File: config.mk
export PLATFORM = sky130hd
export DESIGN_NAME = dft_result_writer_flat
export DESIGN_NICKNAME = d
export VERILOG_FILES = /design/src/rtl/dft_result_writer_if.sv /design/src/rtl/dft_result_writer.sv /design/src/flat_wrapper.sv
export SDC_FILE = /design/constraint.sdc
export NUM_CORES = 1
export LEC_CHECK = 0
export CELL_PAD_IN_SITES_DETAIL_PLACEMENT = 1
export CELL_PAD_IN_SITES_GLOBAL_PLACEMENT = 2
export CORE_UTILIZATION = 40
export DETAILED_ROUTE_END_ITERATION = 10
export PLACE_DENSITY_LB_ADDON = 0.05
export SLEW_MARGIN = 20
export SYNTH_ARGS = -nofsm -noshare
export SYNTH_HDL_FRONTEND = slang
export SYNTH_SLANG_ARGS = --single-unit
File: constraint.sdc
create_clock -name clk -period 6.28 [get_ports clk]
set_input_delay 0.628 -clock clk [delete_from_list [all_inputs] [get_ports clk]]
set_output_delay 0.628 -clock clk [all_outputs]
set_load 0.05 [all_outputs]
File: src/rtl/dft_result_writer_if.sv
// Bin stream from dft_core plus the write port of the downstream dft_fifo.
// The slave modport is the result writer's view; master is the environment's view.
interface dft_result_writer_if #(
   parameter int unsigned DATA_W = 16
);
   logic [DATA_W-1:0]   data_re_in;
   logic [DATA_W-1:0]   data_im_in;
   logic                valid_in;
   logic [2*DATA_W-1:0] fifo_wdata;
   logic                fifo_wr;
   logic                fifo_full;

   modport master (
      output data_re_in, data_im_in, valid_in, fifo_full,
      input  fifo_wdata, fifo_wr
   );

   modport slave (
      input  data_re_in, data_im_in, valid_in, fifo_full,
      output fifo_wdata, fifo_wr
   );
endinterface

File: src/rtl/dft_result_writer.sv
// Captures dft_core bin bursts into a frame ring buffer and drains each frame
// as a header word plus packed bin words into a dft_fifo write port.
module dft_result_writer #(
   parameter int unsigned DATA_W     = 16,
   parameter int unsigned BINS_N     = 3,
   parameter int unsigned BUF_FRAMES = 4,
   parameter int unsigned SEQ_W      = 16,
   parameter logic [15:0] HDR_TAG    = 16'hA5A5
) (
   input  logic                    clk,
   input  logic                    rst,
   dft_result_writer_if.slave      bus,
   output logic [15:0]             drop_cnt,
   output logic                    short_burst,
   output logic                    busy
);

   localparam int unsigned IDX_W  = (BINS_N > 1) ? $clog2(BINS_N) : 1;
   localparam int unsigned SLOT_W = $clog2(BUF_FRAMES);
   localparam int unsigned OCC_W  = SLOT_W + 1;
   localparam int unsigned WORD_W = 2 * DATA_W;

   localparam logic [IDX_W-1:0] IDX_LAST = IDX_W'(BINS_N - 1);
   localparam logic [OCC_W-1:0] OCC_FULL = OCC_W'(BUF_FRAMES);

   typedef enum logic [1:0] {
      ST_IDLE,
      ST_HDR,
      ST_DATA
   } state_e;

   state_e              state_q, state_d;
   logic [IDX_W-1:0]    k_q, k_d;
   logic [SLOT_W-1:0]   rd_slot_q, rd_slot_d;
   logic [SLOT_W-1:0]   wr_slot_q, wr_slot_d;
   logic [OCC_W-1:0]    occ_q, occ_d;
   logic [IDX_W-1:0]    idx_q, idx_d;
   logic                drop_q, drop_d;
   logic [SEQ_W-1:0]    seq_q, seq_d;
   logic [15:0]         drop_cnt_q, drop_cnt_d;
   logic                short_q, short_d;
   logic                fifo_wr_q, fifo_wr_d;
   logic [WORD_W-1:0]   fifo_wdata_q, fifo_wdata_d;

   logic [WORD_W-1:0]   mem_q [BUF_FRAMES][BINS_N];
   logic [SEQ_W-1:0]    seq_mem_q [BUF_FRAMES];

   logic                burst_start;
   logic                admit;
   logic                drop_now;
   logic                last_bin;
   logic                commit;
   logic                mem_we;
   logic                free_slot;
   logic                more_frames;
   logic [SEQ_W-1:0]    hdr_seq;
   logic [WORD_W-1:0]   hdr_word;

   // A slot finishing its drain on this edge is already free for admission.
   assign free_slot   = (state_q == ST_DATA) && !bus.fifo_full && (k_q == IDX_LAST);
   assign burst_start = bus.valid_in && (idx_q == '0);
   assign admit       = (occ_q != OCC_FULL) || free_slot;
   assign drop_now    = burst_start ? !admit : drop_q;
   assign last_bin    = bus.valid_in && (idx_q == IDX_LAST);
   assign commit      = last_bin && !drop_now;
   assign mem_we      = bus.valid_in && !drop_now;

   always_comb begin
      idx_d      = idx_q;
      drop_d     = drop_q;
      seq_d      = seq_q;
      wr_slot_d  = wr_slot_q;
      drop_cnt_d = drop_cnt_q;
      short_d    = short_q;
      if (bus.valid_in) begin
         if (burst_start) begin
            drop_d = !admit;
            if (!admit && (drop_cnt_q != 16'hFFFF)) begin
               drop_cnt_d = drop_cnt_q + 16'd1;
            end
         end
         if (last_bin) begin
            idx_d = '0;
            seq_d = seq_q + SEQ_W'(1);
            if (commit) begin
               wr_slot_d = wr_slot_q + SLOT_W'(1);
            end
         end else begin
            idx_d = idx_q + IDX_W'(1);
         end
      end else if (idx_q != '0) begin
         idx_d   = '0;
         short_d = 1'b1;
      end
   end

   assign occ_d = occ_q + OCC_W'(commit) - OCC_W'(free_slot);

   // An empty idle drain emits the header on the commit edge, taking the
   // sequence number straight from the counter rather than the slot store.
   assign hdr_seq     = ((state_q == ST_IDLE) && (occ_q == '0)) ? seq_q : seq_mem_q[rd_slot_q];
   assign hdr_word    = WORD_W'({HDR_TAG, hdr_seq});
   assign more_frames = (occ_q > OCC_W'(1)) || commit;

   always_comb begin
      state_d      = state_q;
      k_d          = k_q;
      rd_slot_d    = rd_slot_q;
      fifo_wr_d    = 1'b0;
      fifo_wdata_d = fifo_wdata_q;
      case (state_q)
         ST_IDLE: begin
            if ((occ_q != '0) || commit) begin
               if (!bus.fifo_full) begin
                  fifo_wr_d    = 1'b1;
                  fifo_wdata_d = hdr_word;
                  k_d          = '0;
                  state_d      = ST_DATA;
               end else begin
                  state_d = ST_HDR;
               end
            end
         end
         ST_HDR: begin
            if (!bus.fifo_full) begin
               fifo_wr_d    = 1'b1;
               fifo_wdata_d = hdr_word;
               k_d          = '0;
               state_d      = ST_DATA;
            end
         end
         ST_DATA: begin
            if (!bus.fifo_full) begin
               fifo_wr_d    = 1'b1;
               fifo_wdata_d = mem_q[rd_slot_q][k_q];
               if (k_q == IDX_LAST) begin
                  k_d       = '0;
                  rd_slot_d = rd_slot_q + SLOT_W'(1);
                  state_d   = more_frames ? ST_HDR : ST_IDLE;
               end else begin
                  k_d = k_q + IDX_W'(1);
               end
            end
         end
         default: state_d = ST_IDLE;
      endcase
   end

   always_ff @(posedge clk) begin
      if (rst) begin
         state_q      <= ST_IDLE;
         k_q          <= '0;
         rd_slot_q    <= '0;
         wr_slot_q    <= '0;
         occ_q        <= '0;
         idx_q        <= '0;
         drop_q       <= 1'b0;
         seq_q        <= '0;
         drop_cnt_q   <= '0;
         short_q      <= 1'b0;
         fifo_wr_q    <= 1'b0;
         fifo_wdata_q <= '0;
      end else begin
         state_q      <= state_d;
         k_q          <= k_d;
         rd_slot_q    <= rd_slot_d;
         wr_slot_q    <= wr_slot_d;
         occ_q        <= occ_d;
         idx_q        <= idx_d;
         drop_q       <= drop_d;
         seq_q        <= seq_d;
         drop_cnt_q   <= drop_cnt_d;
         short_q      <= short_d;
         fifo_wr_q    <= fifo_wr_d;
         fifo_wdata_q <= fifo_wdata_d;
      end
   end

   // Frame storage needs no reset: occupancy gates every read.
   always_ff @(posedge clk) begin
      if (mem_we) begin
         mem_q[wr_slot_q][idx_q] <= {bus.data_re_in, bus.data_im_in};
      end
      if (commit) begin
         seq_mem_q[wr_slot_q] <= seq_q;
      end
   end

   assign bus.fifo_wr    = fifo_wr_q;
   assign bus.fifo_wdata = fifo_wdata_q;
   assign drop_cnt       = drop_cnt_q;
   assign short_burst    = short_q;
   assign busy           = (occ_q != '0) || (idx_q != '0);

endmodule
File: src/flat_wrapper.sv
// flat-port wrapper written by rule: the top's interface ports become plain ports
module dft_result_writer_flat 
#(
   parameter int unsigned DATA_W     = 16,
   parameter int unsigned BINS_N     = 3,
   parameter int unsigned BUF_FRAMES = 4,
   parameter int unsigned SEQ_W      = 16,
   parameter logic [15:0] HDR_TAG    = 16'hA5A5
)
  (clk, rst, drop_cnt, short_burst, busy, bus_data_re_in, bus_data_im_in, bus_valid_in, bus_fifo_full, bus_fifo_wdata, bus_fifo_wr);
  dft_result_writer_if #(.DATA_W(DATA_W)) bus_i ();
  input  logic clk;
  input  logic rst;
  output logic [15:0] drop_cnt;
  output logic short_burst;
  output logic busy;
  input wire logic [$bits(bus_i.data_re_in)-1:0] bus_data_re_in;
  input wire logic [$bits(bus_i.data_im_in)-1:0] bus_data_im_in;
  input wire logic [$bits(bus_i.valid_in)-1:0] bus_valid_in;
  input wire logic [$bits(bus_i.fifo_full)-1:0] bus_fifo_full;
  output wire logic [$bits(bus_i.fifo_wdata)-1:0] bus_fifo_wdata;
  output wire logic [$bits(bus_i.fifo_wr)-1:0] bus_fifo_wr;
  assign bus_i.data_re_in = bus_data_re_in;
  assign bus_i.data_im_in = bus_data_im_in;
  assign bus_i.valid_in = bus_valid_in;
  assign bus_i.fifo_full = bus_fifo_full;
  assign bus_fifo_wdata = bus_i.fifo_wdata;
  assign bus_fifo_wr = bus_i.fifo_wr;
  dft_result_writer #(.DATA_W(DATA_W), .BINS_N(BINS_N), .BUF_FRAMES(BUF_FRAMES), .SEQ_W(SEQ_W), .HDR_TAG(HDR_TAG)) u_core (.clk(clk), .rst(rst), .bus(bus_i), .drop_cnt(drop_cnt), .short_burst(short_burst), .busy(busy));
endmodule
==> impl_metrics.yaml, run 1 <==
outcome:
  status: "complete, no violations"
sta:
  min_period_ns: 3.10
  max_freq_mhz: 323
  relSlewSlack: 0.296
  rsz0062_at_grt: "false"
  fin_worst_skew_ns: 0.0176
  fin_ws_ns: 3.18
  final_max_slew_viol_count: 0
  worst_pin_slew_ns: 1.06
  fin_tns_setup_ns: 0
  final-setup-viol-count: 0
  hold_viol: 0
  finalCritPeriodShare: 0.494
  hold_slack_ns: 0.470
global_routing:
  antenna_found_initial: 1
  grt_max_degree: 89
  grt_pass1_wl_mm: 72.9
  grt_usage: 0.186
  gr-total-overflow: 0
  grt_pass1_vias: 11300
power_and_ir_drop:
  vdd_drop_max_v: 0.000231
  total_power_mw: 7.92
  p_leak_nw: 7.63
  powerDensity_mw_per_mm2: 327
floorplan:
  die_h_um: 230
  ioPinCount: 87
  start_util: 0.405
  die_area_mm2: 0.0529
  coreArea_mm2: 0.0513
  fp-row-count: 83
  fp.dieW_um: 230
place:
  dp.final_hpwl_mm: 27.1
  preCtsSetupSlack_ns: 2.81
  numPortBuffers: 86
  globalplace.congestion: 0.719
critical_path:
  cp-start-kind: "flip-flop"
  crit_fanout: 19
  crit_slowest_cell: "or4b_1"
  critPathCaptureType: "flip-flop"
  critPathRequiredTime_ns: 6.78
  criticalPathCategory: "reg2reg"
  crit_chain: "inv_1, ha_1, or4b_1, o21ai_2, nor2_2, a31o_1"
  arrival_ns: 3.60
  max_stage_delay_ns: 0.84
route:
  drc: 0
  dr.pass1.iters: 4
  drt_wl_total_mm: 47.8
  vias_per_cell: 5.38
  vias: 10600
  postRouteAntennaNets: 0
  drt_iter0_markers: 610
  wl_per_cell_um: 24.4
synth:
  synth_cell_types: 60
  synth_ff_type: "edfxtp_1"
  ys.warnings.count: 0
  async_flop_share: 0
  synthCells: 1145
  synth_fp_nets: 1195
  ys_seq_area_frac: 0.726
  synth_edf_count: 448
  syn_area_per_cell_um2: 18.2
  syn_area_mm2: 0.0208
  synth-seq-cells: 530
final_layout:
  syn2layout_area_growth_pct: 16.3
  drive_above_1_share: 0.193
  diodes: 0
  n_fill_cell: 4759
  nNetsFinal: 1286
  multi_input_area_mm2: 0.00533
  register_area_mm2: 0.0151
cts:
  clkLatencyLatePin_ns: 0.61
  postCtsHoldBufs: 0
  post_cts_buffers: 0
  cts-root-buf: "clkbuf_16"
  cts.htree.levels: 2
  cts_buffers: 56
  tritoncts: "yes"
  ctsResizeCount: 0
  cts_buffer_depth: 3
  cts.sinks: 530
  clk_pin_slew_worst_paths_ns: 0.06
run:
  drv_cap: 0
min_path:
  holdCritPathClass: "in2reg"
## layout by cell type (no fill, tap or decap), types with 5 or more instances in the layout
cell and count:
nor4_1 7, nor3b_1 8, clkbuf_1 16, buf_4 10, nor3_1 6, nand3_1 11, nor3b_2 12, clkbuf_8 5
ha_1 12, xor2_1 10, a21oi_1 36, dfxtp_1 80, a22o_1 8, o22ai_1 8, and2_1 5, nand4_1 8
o211ai_1 16, edfxtp_1 448, clkdlybuf4s50_1 85, mux4_2 110, a2bb2oi_1 6, clkbuf_16 57, clkinv_1 5, clkinv_2 9
nor2_1 62, mux2i_1 21, xnor2_1 19, a22oi_1 9, nor2b_1 5, inv_1 11, bufinv_16 7, nand2_1 83
a31o_1 13, o21ai_0 6
## cell usage after synthesis, types with 9 or more instances
master,count,area [µm²]
buf_2,22,110
nor3b_2,12,150
nand3_1,11,55.1
ha_1,13,163
nor2_1,63,236
mux4_2,110,2480
mux2i_1,21,210
a22oi_1,9,67.6
xor2_1,10,87.6
o211ai_1,16,120
xnor2_1,19,166
and2_1,13,81.3
clkbuf_1,23,86.3
edfxtp_1,448,13500
nand2_1,83,312
buf_6,9,101
a31o_1,13,114
a21oi_1,36,180
dfxtp_1,82,1640
inv_1,11,41.3
## worst max-delay path: cells and delay by family, from the launching register on
kind	cells	cell delay, ns
compound gates	2	1.11
fa+ha+maj	1	0.23
buf+inv	1	0.12
flops	1	0.34
simple gates	2	1.17
## routing by layer
metal  part of all wire  vias up  global-route usage
met5            0.00017        -                   0
met4              0.023        2              0.0582
met3              0.037       69              0.0327
met2               0.48      159               0.298
met1               0.46     5595               0.259
li1                   -     4734                   -
## state kept, by name (all words and copies together) (netlist names), named ones only
| signal | count |
|---|---|
| u_core.bus.fifo_wdata | 32 |
| u_core.bus.fifo_wr | 1 |
| u_core.drop_cnt | 16 |
| u_core.drop_q | 1 |
| u_core.idx_q | 2 |
| u_core.k_q | 2 |
| u_core.mem_q | 384 |
| u_core.occ_q | 3 |
| u_core.rd_slot_q | 2 |
| u_core.seq_mem_q | 64 |
| u_core.seq_q | 16 |
| u_core.short_burst | 1 |
| u_core.state_q | 2 |
| u_core.wr_slot_q | 2 |
## layout make-up
cell class	instances	area share
tap	680	0.0352
timing repair buffer	97	0.0400
multi-input combinational	540	0.220
clock inverter	25	0.0139
inverter	11	0.00171
sequential	530	0.625
clock buffer	78	0.0643
## through the flow
step	std cells	area [µm²]	utilization
2_1_floorplan	1145	20800	-
3_3_place_gp	1858	22300	0.434
3_5_place_dp	1858	22300	0.434
4_1_cts	1961	24200	0.471
5_1_grt	1961	24200	0.471
6_report	1961	24200	0.471
## worst paths after layout
check | slack (ns) | from | cells after the start | end
min reg2reg | 0.49 | u_core.short_burst$_SDFFE_PP0P_ | 2 | u_core.short_burst$_SDFFE_PP0P_
max | 3.18 | u_core.state_q[0]$_SDFFE_PP0P_ | 6 | u_core.bus.fifo_wdata[15]$_SDFFE_PP0P_
max reg2reg | 3.18 | u_core.state_q[0]$_SDFFE_PP0P_ | 6 | u_core.bus.fifo_wdata[15]$_SDFFE_PP0P_
min | 0.47 | rst | 2 | u_core.short_burst$_SDFFE_PP0P_
## report_power, final
group	internal [mW]	switching [mW]	total, mW	leakage [nW]
registers	3.86	0.0302	3.89	4.78
logic	0.190	0.450	0.639	1.93
clock network	2.02	1.37	3.38	0.918
## cells by family after synthesis
kind of cell | synth area share
xor+xnor | 0.0122
simple gates | 0.0647
buf+inv | 0.0196
mux | 0.129
fa+ha+maj | 0.00879
compound gates | 0.0395
flops | 0.726
No activity file was read; power rests on OpenSTA's default activity.
==> run 2, diff against run 1 <==
- clock period: 6.28 -> 3 ns (I/O delays scaled with it)
==> run 2 against run 1 <==
  * Critical path depth is 1 higher
  * Clock power increased by 95%
  * Register-to-register slack worse by 2.7 ns
  * Clock skew up 0.014 ns
  * Sequential power up 110%
  * First-iteration DRC count increased by 3.3%
  * Critical path type unchanged
  * Design area grew 1.2%
  * Combinational power up 120%
  * Sequential share of layout area fell by 0.71 points
  * Wire length grew 2.4%
  * Via count rose by 1.2%
==> impl_metrics.yaml, run 2 (synthesized netlist as in run 1, its figures left out) <==
power_and_ir_drop:
  p_switching_mw: 3.87
  clockPowerShare: 0.408
  p_sw_frac: 0.240
  total_power_mw: 16.1
  vdd_drop_max_v: 0.000477
  p_comb_frac: 0.086
  pwr-share-seq: 0.506
  powerDensity_mw_per_mm2: 659
  p_leak_nw: 7.81
  intPower_mw: 12.2
global_routing:
  grtUsageMet2: 0.299
  met1_usage: 0.273
  grt_max_degree: 43
  gr-total-overflow: 0
  busiest_layer: "met2"
  grt_pass1_vias: 11300
  grt_usage: 0.188
  grtUsageMet3: 0.0273
  antenna_found_initial: 0
  grt_pass1_wl_mm: 73.3
route:
  dr.pass1.iters: 5
  postRouteAntennaNets: 0
  drc: 0
  vias: 10700
  drt_wl_total_mm: 48.9
  drt_iter0_markers: 630
  vias_per_cell: 5.34
  wl_per_cell_um: 24.4
min_path:
  hold_depth: 2
  min_from: "rst"
  holdCritPathClass: "in2reg"
  hold_end: "u_core.seq_q[3]$_SDFFE_PP0P_"
critical_path:
  crit_chain: "inv_1, ha_1, or4b_1, o21ai_2, nor2_1, buf_4, a31o_1"
  critPathCaptureType: "flip-flop"
  crit_slowest_cell: "o21ai_2"
  crit_fanout: 16
  crit_buf_inv: 2
  critPathRequiredTime_ns: 3.51
  max_stage_delay_ns: 0.69
  rr_worst_depth: 7
  cp-start-kind: "flip-flop"
  arrival_ns: 3.05
  r2r_slack_ns: 0.46
  path_delay_family: "compound AO/OA/AOI/OAI gates"
  criticalPathCategory: "reg2reg"
  reg2reg_to: "u_core.bus.fifo_wdata[15]$_SDFFE_PP0P_"
  r2r_start: "u_core.state_q[0]$_SDFFE_PP0P_"
final_layout:
  layout_commonest_cell: "edfxtp_1"
  drive_above_1_share: 0.209
  design_area_mm2: 0.0245
  nNetsFinal: 1325
  largest_reg_flops: 384
  final_cell_mix: "edfxtp_1, mux4_2, clkdlybuf4s50_1"
  diodes: 0
  regMostFlops: "u_core.mem_q"
  syn2layout_area_growth_pct: 17.6
sta:
  finalCritPeriodShare: 0.845
  rsz0062_at_grt: "false"
  relSlewSlack: 0.431
  final-setup-viol-count: 0
  fin_worst_skew_ns: 0.0318
  max_freq_mhz: 394
  final_max_slew_viol_count: 0
  fin_tns_setup_ns: 0
  hold_viol: 0
  fin_ws_ns: 0.464
  worst_pin_slew_ns: 0.854
  min_period_ns: 2.54
place:
  numPortBuffers: 86
  globalplace.congestion: 0.719
  dp.final_hpwl_mm: 29.3
  post_dp_cell_area_mm2: 0.0227
  preCtsSetupSlack_ns: 0.402
cts:
  cts.sinks: 530
  post_cts_buffers: 0
  ctsResizeCount: 0
  tritoncts: "yes"
  postCtsHoldBufs: 0
  cts_buffer_depth: 3
  cts_buffers: 57
  clkLatencyLatePin_ns: 0.62
  clk_pin_slew_worst_paths_ns: 0.06
  cts.htree.levels: 2
  cts-root-buf: "clkbuf_16"
floorplan:
  die_area_mm2: 0.0529
  ioPinCount: 87
  coreArea_mm2: 0.0513
  fp.dieW_um: 230
  die_h_um: 230
  start_util: 0.405
  fp-row-count: 83
run:
  drv_cap: 0
outcome:
  status: "complete, no violations"
-- run 2: changes by cell type in the layout (fill, tap and decap cells not counted), sizes merged --
cell | before | now
clkbuf | 78 | 75
bufinv | 7 | 1
clkinvlp | 2 | 0
buf | 12 | 50
clkinv | 16 | 31
-- run 2: metal layers --
layer / vias to the layer above / share of wire / wire length (µm)
met5: - / 0 / 0
met4: 0 / 0.018 / 857
met3: 65 / 0.036 / 1770
met2: 182 / 0.48 / 23500
met1: 5614 / 0.47 / 22800
li1: 4826 / - / -
-- run 2: worst max path at each step --
stage	start	end	depth (start not counted)
global route	u_core.state_q[0]$_SDFFE_PP0P_	u_core.bus.fifo_wdata[15]$_SDFFE_PP0P_	7
finish	u_core.state_q[0]$_SDFFE_PP0P_	u_core.bus.fifo_wdata[15]$_SDFFE_PP0P_	7
CTS	u_core.state_q[0]$_SDFFE_PP0P_	u_core.bus.fifo_wdata[15]$_SDFFE_PP0P_	7
floorplan	u_core.state_q[0]$_SDFFE_PP0P_	u_core.mem_q[0][64]$_DFFE_PP_	7
global placement	bus_fifo_full	u_core.mem_q[1][77]$_DFFE_PP_	5
detailed placement	bus_fifo_full	u_core.mem_q[1][77]$_DFFE_PP_	5
-- run 2: worst register-to-register path, cell delays in order (launching register included) --
cell	delay, ns
dfxtp_1	0.35
inv_1	0.12
ha_1	0.22
or4b_1	0.52
o21ai_2	0.69
nor2_1	0.08
buf_4	0.23
a31o_1	0.23
-- run 2: power by group through the flow --
stage | registers (mW) | clock network (mW) | logic [mW]
floorplan | 8.47 | 0 | 0.684
global placement | 8.30 | 0 | 1.40
detailed placement | 8.31 | 0 | 1.41
CTS | 8.15 | 6.78 | 1.41
global route | 8.16 | 7.01 | 1.50
finish | 8.15 | 6.58 | 1.39
-- run 2: area by class of cell --
type | count | area, µm²
clock buffers | 75 | 1560
clock inverters | 32 | 211
fillers | 4798 | 26800
inverters | 11 | 41.3
multi-input cells | 540 | 5320
flip-flops and latches | 530 | 15100
well taps | 680 | 851
repair buffers | 135 | 1380
-- run 2: stage by stage --
step | hold slack (ns) | std cells | utilization
3_5_place_dp | 0.465 | 1896 | 0.442
3_3_place_gp | 0.458 | 1896 | 0.442
6_report | 0.193 | 2003 | 0.477
2_1_floorplan | 0.379 | 1145 | -
4_1_cts | 0.173 | 2003 | 0.477
5_1_grt | 0.206 | 2003 | 0.477
